**src/rtl/gcd_requester_if.sv**
```systemverilog
// gcd_requester_if: bundles the request channel, the GCD core control port and the response
// channel that surround gcd_requester.
//   master : view of the requester itself (drives req_ready, core_*, rsp_valid/gcd/err)
//   slave  : view of the environment (system bus adapter, GCD core, response consumer)
// Signals:
//   req_valid/req_ready/req_a/req_b      operand request channel (valid/ready)
//   core_rst_n/core_start/core_data_in   control and operand bus towards the GCD core
//   core_done/core_result                completion and result from the GCD core
//   rsp_valid/rsp_ready/rsp_gcd/rsp_err  result response channel (valid/ready)
interface gcd_requester_if #(
  parameter int unsigned WIDTH = 16
) ();

  logic             req_valid;
  logic             req_ready;
  logic [WIDTH-1:0] req_a;
  logic [WIDTH-1:0] req_b;

  logic             core_rst_n;
  logic             core_start;
  logic [WIDTH-1:0] core_data_in;
  logic             core_done;
  logic [WIDTH-1:0] core_result;

  logic             rsp_valid;
  logic             rsp_ready;
  logic [WIDTH-1:0] rsp_gcd;
  logic             rsp_err;

  modport master (
    input  req_valid, req_a, req_b, core_done, core_result, rsp_ready,
    output req_ready, core_rst_n, core_start, core_data_in, rsp_valid, rsp_gcd, rsp_err
  );

  modport slave (
    output req_valid, req_a, req_b, core_done, core_result, rsp_ready,
    input  req_ready, core_rst_n, core_start, core_data_in, rsp_valid, rsp_gcd, rsp_err
  );

endinterface

```
**src/rtl/gcd_requester.sv**
```systemverilog
// gcd_requester: initiator side of the GCD core control interface.
//
// Accepts one operand pair at a time on the request channel, re-arms the GCD core with a
// one-cycle reset pulse, loads A then B over the shared operand bus (start strobe with A),
// waits for done and returns the captured result on the response channel. A zero operand is
// answered locally without touching the core; a core that never signals done is abandoned
// after TIMEOUT_CYCLES cycles in WAIT and answered with rsp_err=1.
//
// Ports:
//   clk    clock, all state changes on the rising edge
//   rst_n  asynchronous active-low reset; aborts any in-flight request, holds core in reset
//   bus    gcd_requester_if.master (request, core control and response signals)
//   stat_ops       [15:0] response handshakes, wrapping     (GCD_REQ_STATS_EN only)
//   stat_timeouts  [15:0] timeout aborts, saturating        (GCD_REQ_STATS_EN only)
//
// Parameters:
//   WIDTH           operand/result width
//   TIMEOUT_CYCLES  cycles spent in WAIT before the request is aborted (>= 2)
//   CNT_W           timeout counter width, 2**CNT_W must exceed TIMEOUT_CYCLES
//
// Optional feature: define GCD_REQ_STATS_EN to add the stat_ops/stat_timeouts counters.
//
// All outputs are registered: each output register is loaded with the value that belongs to
// the state being entered, so outputs change in the same cycle as the state register.
module gcd_requester #(
  parameter int unsigned WIDTH          = 16,
  parameter int unsigned TIMEOUT_CYCLES = 1024,
  parameter int unsigned CNT_W          = 11
) (
  input  logic             clk,
  input  logic             rst_n,
  gcd_requester_if.master  bus
`ifdef GCD_REQ_STATS_EN
  ,
  output logic [15:0]      stat_ops,
  output logic [15:0]      stat_timeouts
`endif
);

  typedef enum logic [2:0] {
    StIdle,
    StCoreRst,
    StLoadA,
    StLoadB,
    StWait,
    StResp
  } state_e;

  localparam logic [CNT_W-1:0] CntLast = CNT_W'(TIMEOUT_CYCLES - 1);

  state_e           state_q, state_d;
  logic [WIDTH-1:0] a_q, a_d;
  logic [WIDTH-1:0] b_q, b_d;
  logic [CNT_W-1:0] cnt_q, cnt_d;

  logic             req_ready_q, req_ready_d;
  logic             core_rst_n_q, core_rst_n_d;
  logic             core_start_q, core_start_d;
  logic [WIDTH-1:0] core_data_q, core_data_d;
  logic             rsp_valid_q, rsp_valid_d;
  logic [WIDTH-1:0] rsp_gcd_q, rsp_gcd_d;
  logic             rsp_err_q, rsp_err_d;

  logic             req_hs;
  logic             a_zero, b_zero;

  // req_ready_q is the registered copy of "state is IDLE", so it qualifies the handshake.
  assign req_hs = bus.req_valid && req_ready_q;
  assign a_zero = (bus.req_a == '0);
  assign b_zero = (bus.req_b == '0);

  // Next-state, operand latch, timeout counter and response data.
  always_comb begin
    state_d   = state_q;
    a_d       = a_q;
    b_d       = b_q;
    cnt_d     = cnt_q;
    rsp_gcd_d = rsp_gcd_q;
    rsp_err_d = rsp_err_q;

    unique case (state_q)
      StIdle: begin
        if (req_hs) begin
          a_d = bus.req_a;
          b_d = bus.req_b;
          if (a_zero || b_zero) begin
            // gcd(x,0) = x; gcd(0,0) is undefined and reported as an error.
            state_d   = StResp;
            rsp_gcd_d = bus.req_a | bus.req_b;
            rsp_err_d = a_zero && b_zero;
          end else begin
            state_d = StCoreRst;
          end
        end
      end

      // core_done is deliberately not looked at in these three states: it may still be
      // asserted from the previous operation.
      StCoreRst: state_d = StLoadA;
      StLoadA:   state_d = StLoadB;
      StLoadB: begin
        state_d = StWait;
        cnt_d   = '0;
      end

      StWait: begin
        if (bus.core_done) begin
          // Checked first so a done arriving on the timeout cycle still wins.
          state_d   = StResp;
          rsp_gcd_d = bus.core_result;
          rsp_err_d = 1'b0;
        end else if (cnt_q == CntLast) begin
          state_d   = StResp;
          rsp_gcd_d = '0;
          rsp_err_d = 1'b1;
        end else begin
          cnt_d = cnt_q + CNT_W'(1);
        end
      end

      StResp: begin
        if (bus.rsp_ready) begin
          state_d = StIdle;
        end
      end

      default: state_d = StIdle;
    endcase
  end

  // Output register inputs, decoded from the state being entered.
  always_comb begin
    req_ready_d  = (state_d == StIdle);
    core_rst_n_d = (state_d != StCoreRst);
    core_start_d = (state_d == StLoadA);
    rsp_valid_d  = (state_d == StResp);
    core_data_d  = '0;
    if (state_d == StLoadA) begin
      core_data_d = a_q;
    end else if (state_d == StLoadB) begin
      core_data_d = b_q;
    end
  end

  always_ff @(posedge clk or negedge rst_n) begin
    if (!rst_n) begin
      state_q      <= StIdle;
      a_q          <= '0;
      b_q          <= '0;
      cnt_q        <= '0;
      req_ready_q  <= 1'b0;
      core_rst_n_q <= 1'b0;
      core_start_q <= 1'b0;
      core_data_q  <= '0;
      rsp_valid_q  <= 1'b0;
      rsp_gcd_q    <= '0;
      rsp_err_q    <= 1'b0;
    end else begin
      state_q      <= state_d;
      a_q          <= a_d;
      b_q          <= b_d;
      cnt_q        <= cnt_d;
      req_ready_q  <= req_ready_d;
      core_rst_n_q <= core_rst_n_d;
      core_start_q <= core_start_d;
      core_data_q  <= core_data_d;
      rsp_valid_q  <= rsp_valid_d;
      rsp_gcd_q    <= rsp_gcd_d;
      rsp_err_q    <= rsp_err_d;
    end
  end

  assign bus.req_ready    = req_ready_q;
  assign bus.core_rst_n   = core_rst_n_q;
  assign bus.core_start   = core_start_q;
  assign bus.core_data_in = core_data_q;
  assign bus.rsp_valid    = rsp_valid_q;
  assign bus.rsp_gcd      = rsp_gcd_q;
  assign bus.rsp_err      = rsp_err_q;

`ifdef GCD_REQ_STATS_EN
  logic [15:0] stat_ops_q, stat_timeouts_q;
  logic        rsp_hs, timeout_evt;

  assign rsp_hs      = (state_q == StResp) && bus.rsp_ready;
  assign timeout_evt = (state_q == StWait) && !bus.core_done && (cnt_q == CntLast);

  always_ff @(posedge clk or negedge rst_n) begin
    if (!rst_n) begin
      stat_ops_q      <= '0;
      stat_timeouts_q <= '0;
    end else begin
      if (rsp_hs) begin
        stat_ops_q <= stat_ops_q + 16'd1;
      end
      if (timeout_evt && (stat_timeouts_q != 16'hFFFF)) begin
        stat_timeouts_q <= stat_timeouts_q + 16'd1;
      end
    end
  end

  assign stat_ops      = stat_ops_q;
  assign stat_timeouts = stat_timeouts_q;
`endif

endmodule

```
**src/flat_wrapper.sv**
```systemverilog
// flat-port wrapper written by rule: the top's interface ports become plain ports
module gcd_requester_flat 
#(
  parameter int unsigned WIDTH          = 16,
  parameter int unsigned TIMEOUT_CYCLES = 1024,
  parameter int unsigned CNT_W          = 11
)
  (clk, rst_n, bus_req_valid, bus_req_a, bus_req_b, bus_core_done, bus_core_result, bus_rsp_ready, bus_req_ready, bus_core_rst_n, bus_core_start, bus_core_data_in, bus_rsp_valid, bus_rsp_gcd, bus_rsp_err);
  gcd_requester_if #(.WIDTH(WIDTH)) bus_i ();
  input  logic clk;
  input  logic rst_n;
  input wire logic [$bits(bus_i.req_valid)-1:0] bus_req_valid;
  input wire logic [$bits(bus_i.req_a)-1:0] bus_req_a;
  input wire logic [$bits(bus_i.req_b)-1:0] bus_req_b;
  input wire logic [$bits(bus_i.core_done)-1:0] bus_core_done;
  input wire logic [$bits(bus_i.core_result)-1:0] bus_core_result;
  input wire logic [$bits(bus_i.rsp_ready)-1:0] bus_rsp_ready;
  output wire logic [$bits(bus_i.req_ready)-1:0] bus_req_ready;
  output wire logic [$bits(bus_i.core_rst_n)-1:0] bus_core_rst_n;
  output wire logic [$bits(bus_i.core_start)-1:0] bus_core_start;
  output wire logic [$bits(bus_i.core_data_in)-1:0] bus_core_data_in;
  output wire logic [$bits(bus_i.rsp_valid)-1:0] bus_rsp_valid;
  output wire logic [$bits(bus_i.rsp_gcd)-1:0] bus_rsp_gcd;
  output wire logic [$bits(bus_i.rsp_err)-1:0] bus_rsp_err;
  assign bus_i.req_valid = bus_req_valid;
  assign bus_i.req_a = bus_req_a;
  assign bus_i.req_b = bus_req_b;
  assign bus_i.core_done = bus_core_done;
  assign bus_i.core_result = bus_core_result;
  assign bus_i.rsp_ready = bus_rsp_ready;
  assign bus_req_ready = bus_i.req_ready;
  assign bus_core_rst_n = bus_i.core_rst_n;
  assign bus_core_start = bus_i.core_start;
  assign bus_core_data_in = bus_i.core_data_in;
  assign bus_rsp_valid = bus_i.rsp_valid;
  assign bus_rsp_gcd = bus_i.rsp_gcd;
  assign bus_rsp_err = bus_i.rsp_err;
  gcd_requester #(.WIDTH(WIDTH), .TIMEOUT_CYCLES(TIMEOUT_CYCLES), .CNT_W(CNT_W)) u_core (.clk(clk), .rst_n(rst_n), .bus(bus_i));
endmodule
```
**config.mk**
```make
export PLATFORM = sky130hd
export DESIGN_NAME = gcd_requester_flat
export DESIGN_NICKNAME = d
export VERILOG_FILES = /design/src/rtl/gcd_requester_if.sv /design/src/rtl/gcd_requester.sv /design/src/flat_wrapper.sv
export SDC_FILE = /design/constraint.sdc
export NUM_CORES = 1
export LEC_CHECK = 0
export BUFFER_PORTS_ARGS = -buffer_cell sky130_fd_sc_hd__buf_2
export CAP_MARGIN = 20
export CORE_ASPECT_RATIO = 1.2
export CORE_MARGIN = 3
export CORE_UTILIZATION = 50
export CTS_CLUSTER_SIZE = 12
export DETAILED_ROUTE_END_ITERATION = 6
export PLACE_DENSITY = 0.73
export SLEW_MARGIN = 5
export SYNTH_ARGS = -nofsm -noshare
export SYNTH_HDL_FRONTEND = slang
export SYNTH_SLANG_ARGS = --single-unit
```
**constraint.sdc**
```tcl
create_clock -name clk -period 1.8 [get_ports clk]
set_input_delay 0.27 -clock clk [delete_from_list [all_inputs] [get_ports clk]]
set_output_delay 0.27 -clock clk [all_outputs]
set_load 0.05 [all_outputs]
```
==> After elaboration in Yosys (flattened, before gate mapping) <==
Index checks and enable logic that the tools add are counted.
{ "op_classes": {"add_sub_neg": 1, "n_eq_ne": 15, "muxes": 21, "bitwise_logic": 1, "reduce_logical": 12} }
{ "op_table": {"columns": ["operator", "count"], "rows": [
  ["$mux 16", 6],
  ["$logic_not 16->1", 2],
  ["$pmux 16 s2", 1],
  ["$mux 11", 2],
  ["$pmux 11 s2", 1],
  ["$pmux 3 s6", 1],
  ["$or 16x16->16", 1],
  ["$mux 3", 5],
  ["$eq 3x2->1 const B", 4],
  ["$add 11x1->11 const B", 1],
  ["$eq 11x10->1 const B", 1],
  ["$eq 3x3->1 const B", 3],
  ["$logic_not 3->1", 2],
  ["$mux 1", 4],
  ["$ne 2x1->1 const B", 2],
  ["$ne 2x2->1 const B", 2],
  ["$reduce_and 4->1", 1],
  ["$reduce_bool 2->1", 2],
  ["$eq 3x1->1 const B", 1],
  ["$ne 3x1->1 const B", 1],
  ["$ne 3x2->1 const B", 1],
  ["$reduce_and 3->1", 1],
  ["$logic_and 1x1->1", 2],
  ["$pmux 1 s2", 1],
  ["2 further kinds", 2]
]} }
{ "word_totals": {"ff_bits": 83, "inputBits": 53, "output_inout_bits": 37, "word_cells": 61} }

==> Longest topological paths before layout <==
{ "logic_depth": {"ltp_word": 8, "ltp_mapped": 8, "ltp_nobuf": 4} }

==> Worst setup path after synthesis <==
Ideal clock, no wire load.
{ "synth_path": {"path_kind": "reg-to-reg", "startpoint": "register u_core.req_ready_q, in the netlist u_core.bus.req_ready", "endpoint": "register u_core.rsp_gcd_q[10], in the netlist u_core.bus.rsp_gcd[10]", "setup_ps": 136, "arrival_time_ps": 1542, "required_time_ps": 1664, "setup_slack_ps": 122, "path_stages_with_launch": 7, "path_buffers": 3, "cell_sequence": "dfrtp_1 -> and4b_1 -> buf_2 -> o21a_1 -> buf_2 -> buf_2 -> o211ai_1"} }
{ "synth_via": {"elab_chain_len": 3} }
{ "synth_lines": {"columns": ["item", "line", "source"], "rows": [
  ["start: declaration", "gcd_requester.sv:56", "logic req_ready_q, req_ready_d;"],
  ["start signal: assignment", "gcd_requester.sv:163", "req_ready_q <= req_ready_d;"],
  ["$logic_and 1x1->1", "gcd_requester.sv:68", "assign req_hs = bus.req_valid && req_ready_q;"],
  ["$ne 2x1->1 (no source line)", null, null],
  ["$reduce_and 4->1 (no source line)", null, null],
  ["end signal: assignment", "gcd_requester.sv:168", "rsp_gcd_q <= rsp_gcd_d;"],
  ["end: declaration", "gcd_requester.sv:61", "logic [WIDTH-1:0] rsp_gcd_q, rsp_gcd_d;"]
]} }
Every way passes these cells.
A chain may end at the register's enable or synchronous reset.

==> Worst setup path in the final report <==
{ "layout_path": {"startpoint": "register u_core.state_q[0]", "endpoint": "register u_core.a_q[8]"} }
{ "layout_via": {"elab_chain_len": 2} }
{ "layout_lines": {"columns": ["item", "line", "source"], "rows": [
  ["start: declaration", "gcd_requester.sv:51", "state_e state_q, state_d;"],
  ["start signal: assignment", "gcd_requester.sv:147", "state_q <= StIdle;"],
  ["start signal: assignment", "gcd_requester.sv:159", "state_q <= state_d;"],
  ["$logic_not 3->1", "gcd_requester.sv:81", "unique case (state_q)"],
  ["$reduce_and 2->1 (no source line)", null, null],
  ["end signal: assignment", "gcd_requester.sv:148", "a_q <= '0;"],
  ["end signal: assignment", "gcd_requester.sv:160", "a_q <= a_d;"],
  ["end: declaration", "gcd_requester.sv:52", "logic [WIDTH-1:0] a_q, a_d;"]
]} }
Every way passes these cells.

==> summary.md <==
| Metric | Value |
|---|---|
| Largest net degree at the start of global routing | `54` |
| Crit-path slowest cell | `dfrtp_1` |
| Grt ovf | `0` |
| Gpl congestion | `0.792` |
| Worst-Skew Late Latency | `around 0.36 ns` |
| Power share of the combinational group | `0.442` |
| Hold depth | `2` |
| Starting Density | `0.517` |
| Status | `completed` |
| Synthesis Warnings | `0` |
| Fin. Hold Viols | `0` |
| Hold path startpoint | `bus_req_b[10]` |
| Final Cell Area | `4820 µm²` |
| Post-cts sizing count | `0` |
| Total number of vias | `3371` |
| Pins Over Slew Limit | `0` |
| Reg clk slew, reported paths | `0.10 ns` |
| Post-synth ARST share | `1.00` |
| Yosys cell types | `41` |
| CTS Buf Count | `9` |
| Reg2reg start | `u_core.state_q[0]` |
| Worst Hold Class | `in -> reg` |
| Post-DP HPWL | `7.41 mm` |
| Max_cap viols | `0` |
| Pwr dens | `1570 nW/µm²` |
| Most frequent cells in the layout | `buf_2 (88), dfrtp_1 (83), nor2_1 (37)` |
| Vias per inst | `6.03` |
| Initial drt markers | `186` |
| CP Class | `reg -> reg` |
| Inserted Diodes | `0` |
| Min cycle time layout | `1.72 ns` |
| Post-synth EDFFs | `0` |
| Psw | `3280 µW` |
| DRC Markers | `0` |
| Mapped Cells | `367` |
| Fin Setup TNS | `0 ns` |
| Reg2Reg Depth | `4` |
| Buf/Inv on CP | `1` |
| Reg area | `2080 µm²` |
| Crit-path leading delay family | `simple AND/OR/NAND/NOR gates` |
| Synthesized area | `roughly 4000 µm²` |
| Placed instance area | `around 4600 µm²` |
| Top cell type's share of synthesized area | `0.522` |
| Critical path endpoint category | `flop` |
| RR Endpoint | `u_core.a_q[8]` |
| First-pass GRT wire length | `roughly 16 mm` |
| Crit-path cells | `nor2_1, and4b_2, buf_12, mux2_2` |
| Seq pwr share | `0.391` |
| DR WL/cell | `around 19 µm` |
| CP peak stage delay | `0.44 ns` |
| DRT Pass-1 Iters | `4` |
| Ports | `90` |
| Req. time, crit path | `2.04 ns` |
| Final setup violation count | `0` |
| Die Area | `slightly above 9000 µm²` |
| Top_reg_cell synth | `dfrtp_1` |
| Skew final | `between 0.015 and 0.02 ns` |
| Chip width | `87.5 µm` |
| Worst Hold End | `u_core.b_q[10]` |
| Synth area leader | `dfrtp_1` |
| Row cnt | `35` |
| CTS sink count | `83` |
| Syn avg cell area | `between 10 and 15 µm²` |
| Vias in the first global route | `3315` |
| Commonest non-fill, non-tap cell in the layout | `buf_2` |
| Die height | `~100 µm` |
| Synth Register Bits | `83` |
| Core ar. | `between 7000 and 8000 µm²` |
| Cell internal pwr | `4310 µW` |
| CTS tree | `built` |
| FMAX | `583 MHz` |
| Clock buffer depth | `2` |
| DRT antenna net count | `0` |
| GRT Resource Usage Total | `0.233` |
| Worst-Margin Slew | `0.428 ns` |
| Root Buffer | `clkbuf_8` |
| Share of layout cells above drive strength 1 | `0.368` |
| Clock group share of total power | `0.167` |
| H-tree Lvls | `3` |
| R2r setup slk | `0.08 ns` |
| Maximum VDD drop | `1.03 mV` |
| Mapped Nets | `421` |
| Total Wirelength | `about 10 mm` |
| Layout area overhead | `21.0%` |
| Register area share after synthesis | `0.522` |
| Final net count | `516` |
| I/O Buffers | `slightly below 90` |
| Fill cells | `641` |
| Slew HR | `0.710` |
| Critical Path Start Type | `flop` |
| Worst Path Arrival | `1.96 ns` |
| Ranking of synthesized cells by area | `dfrtp_1 (52%), mux2_2 (9.0%), a22o_1 (4.0%)` |
| Initial antenna violation count | `0` |
| Leakage | `0.00222 µW` |
| Final Util | `0.625` |
| Sw frac | `0.432` |
| Multi-input combinational cell area | `1750 µm²` |
| Tot Pwr | `7590 µW` |
| Tcrit/Tclk final | `0.953` |
| CP Max Fanout | `30` |
[worst reg2reg max path: stages (launching register included)]
cell and delay [ns]:
dfrtp_1 0.44, nor2_1 0.17, and4b_2 0.39, buf_12 0.23, mux2_2 0.38
[synthesized netlist by cell type (2+ instances only)]
cell and number:
o31ai_1 3, buf_2 11, inv_1 2, and3_1 16, a21oi_1 9, and2_1 2
and4_4 2, or3_1 2, o211ai_1 18, nor4_1 8, o221ai_1 16, mux2_2 32
nor3b_2 2, nand4_1 6, a22o_1 18, or4_1 2, dfrtp_1 83, nand2_1 9
and4_1 3, o21ai_0 23, nand2b_1 3, clkbuf_1 17, xor2_1 3, nor2_1 37
or2_2 2, buf_6 3, nand3_1 21
[power by group through the flow]
stage / clock [µW] / sequential, µW / combinational, µW
CTS: 1290 / 2960 / 3370
global route: 1380 / 3050 / 3590
global placement: 0 / 2970 / 3280
detailed placement: 0 / 3000 / 3360
floorplan: 0 / 3990 / 1400
finish: 1260 / 2970 / 3350
[routing by layer]
metal,global-route usage,up-vias,wire length (µm)
met4,0.0735,0,167
met2,0.381,109,5380
li1,-,1575,-
met1,0.307,1670,4300
met3,0.0469,17,515
met5,0,-,0
[stage by stage]
step,worst slack (ns),hold slack [ns],std cells
5_1_grt,-0.000670,0.158,559
3_5_place_dp,0.0655,0.135,541
3_3_place_gp,0.127,0.131,541
6_report,0.0841,0.163,559
4_1_cts,0.0464,0.152,558
2_1_floorplan,0.122,-0.0256,367
[layout make-up]
type / count / share of cell area
Clock buffer: 9 / 0.0257
Tap cell: 92 / 0.0239
Sequential cell: 83 / 0.431
Timing Repair Buffer: 115 / 0.142
Clock inverter: 7 / 0.0119
Inverter: 2 / 0.00156
Multi-Input combinational cell: 251 / 0.364
[worst max-delay path by stage]
stage / depth (start not counted) / slack (ns) / endpoint / start
final: 4 / 0.08 / u_core.a_q[8] / u_core.state_q[0]
after global routing: 5 / -0.0007 / u_core.cnt_q[3] / u_core.state_q[1]
after CTS: 4 / 0.05 / u_core.cnt_q[7] / u_core.state_q[1]
after detailed placement: 4 / 0.07 / u_core.cnt_q[7] / u_core.state_q[1]
after global placement: 4 / 0.13 / u_core.cnt_q[7] / u_core.state_q[1]
after floorplan: 6 / 0.12 / u_core.bus.rsp_gcd[10] / u_core.bus.req_ready
[cells by family (layout without fill, tap and decap cells)]
group                      count (synthesis)  in the layout  synth area share
AOI/OAI and AO/OA                         93             93             0.167
xor gates and xnor gates                   3              3           0.00660
adders and majority gates                  1              1           0.00314
buffers and inverters                     33            133            0.0402
DFF                                       83             83             0.522
muxes                                     32             32            0.0905
and+or+nand+nor                          122            122             0.171
[what timing repair did]
| action | 4_1_cts | 5_1_grt |
|---|---|---|
| setup endpoints to repair | 0 | 4 |
| endpoints found under the hold margin | 12 | 0 |
| setup buffers | 0 | 1 |
| hold buffers | 1 | 0 |
[state kept, by name (all words and copies together), names as in the netlist]
register / count
u_core.bus.rsp_err: 1
u_core.bus.core_data_in: 16
u_core.bus.req_ready: 1
u_core.state_q: 3
u_core.bus.core_start: 1
u_core.a_q: 16
u_core.bus.rsp_gcd: 16
u_core.bus.core_rst_n: 1
u_core.cnt_q: 11
u_core.b_q: 16
u_core.bus.rsp_valid: 1
Note: power is estimated with default switching activity, not from simulation.
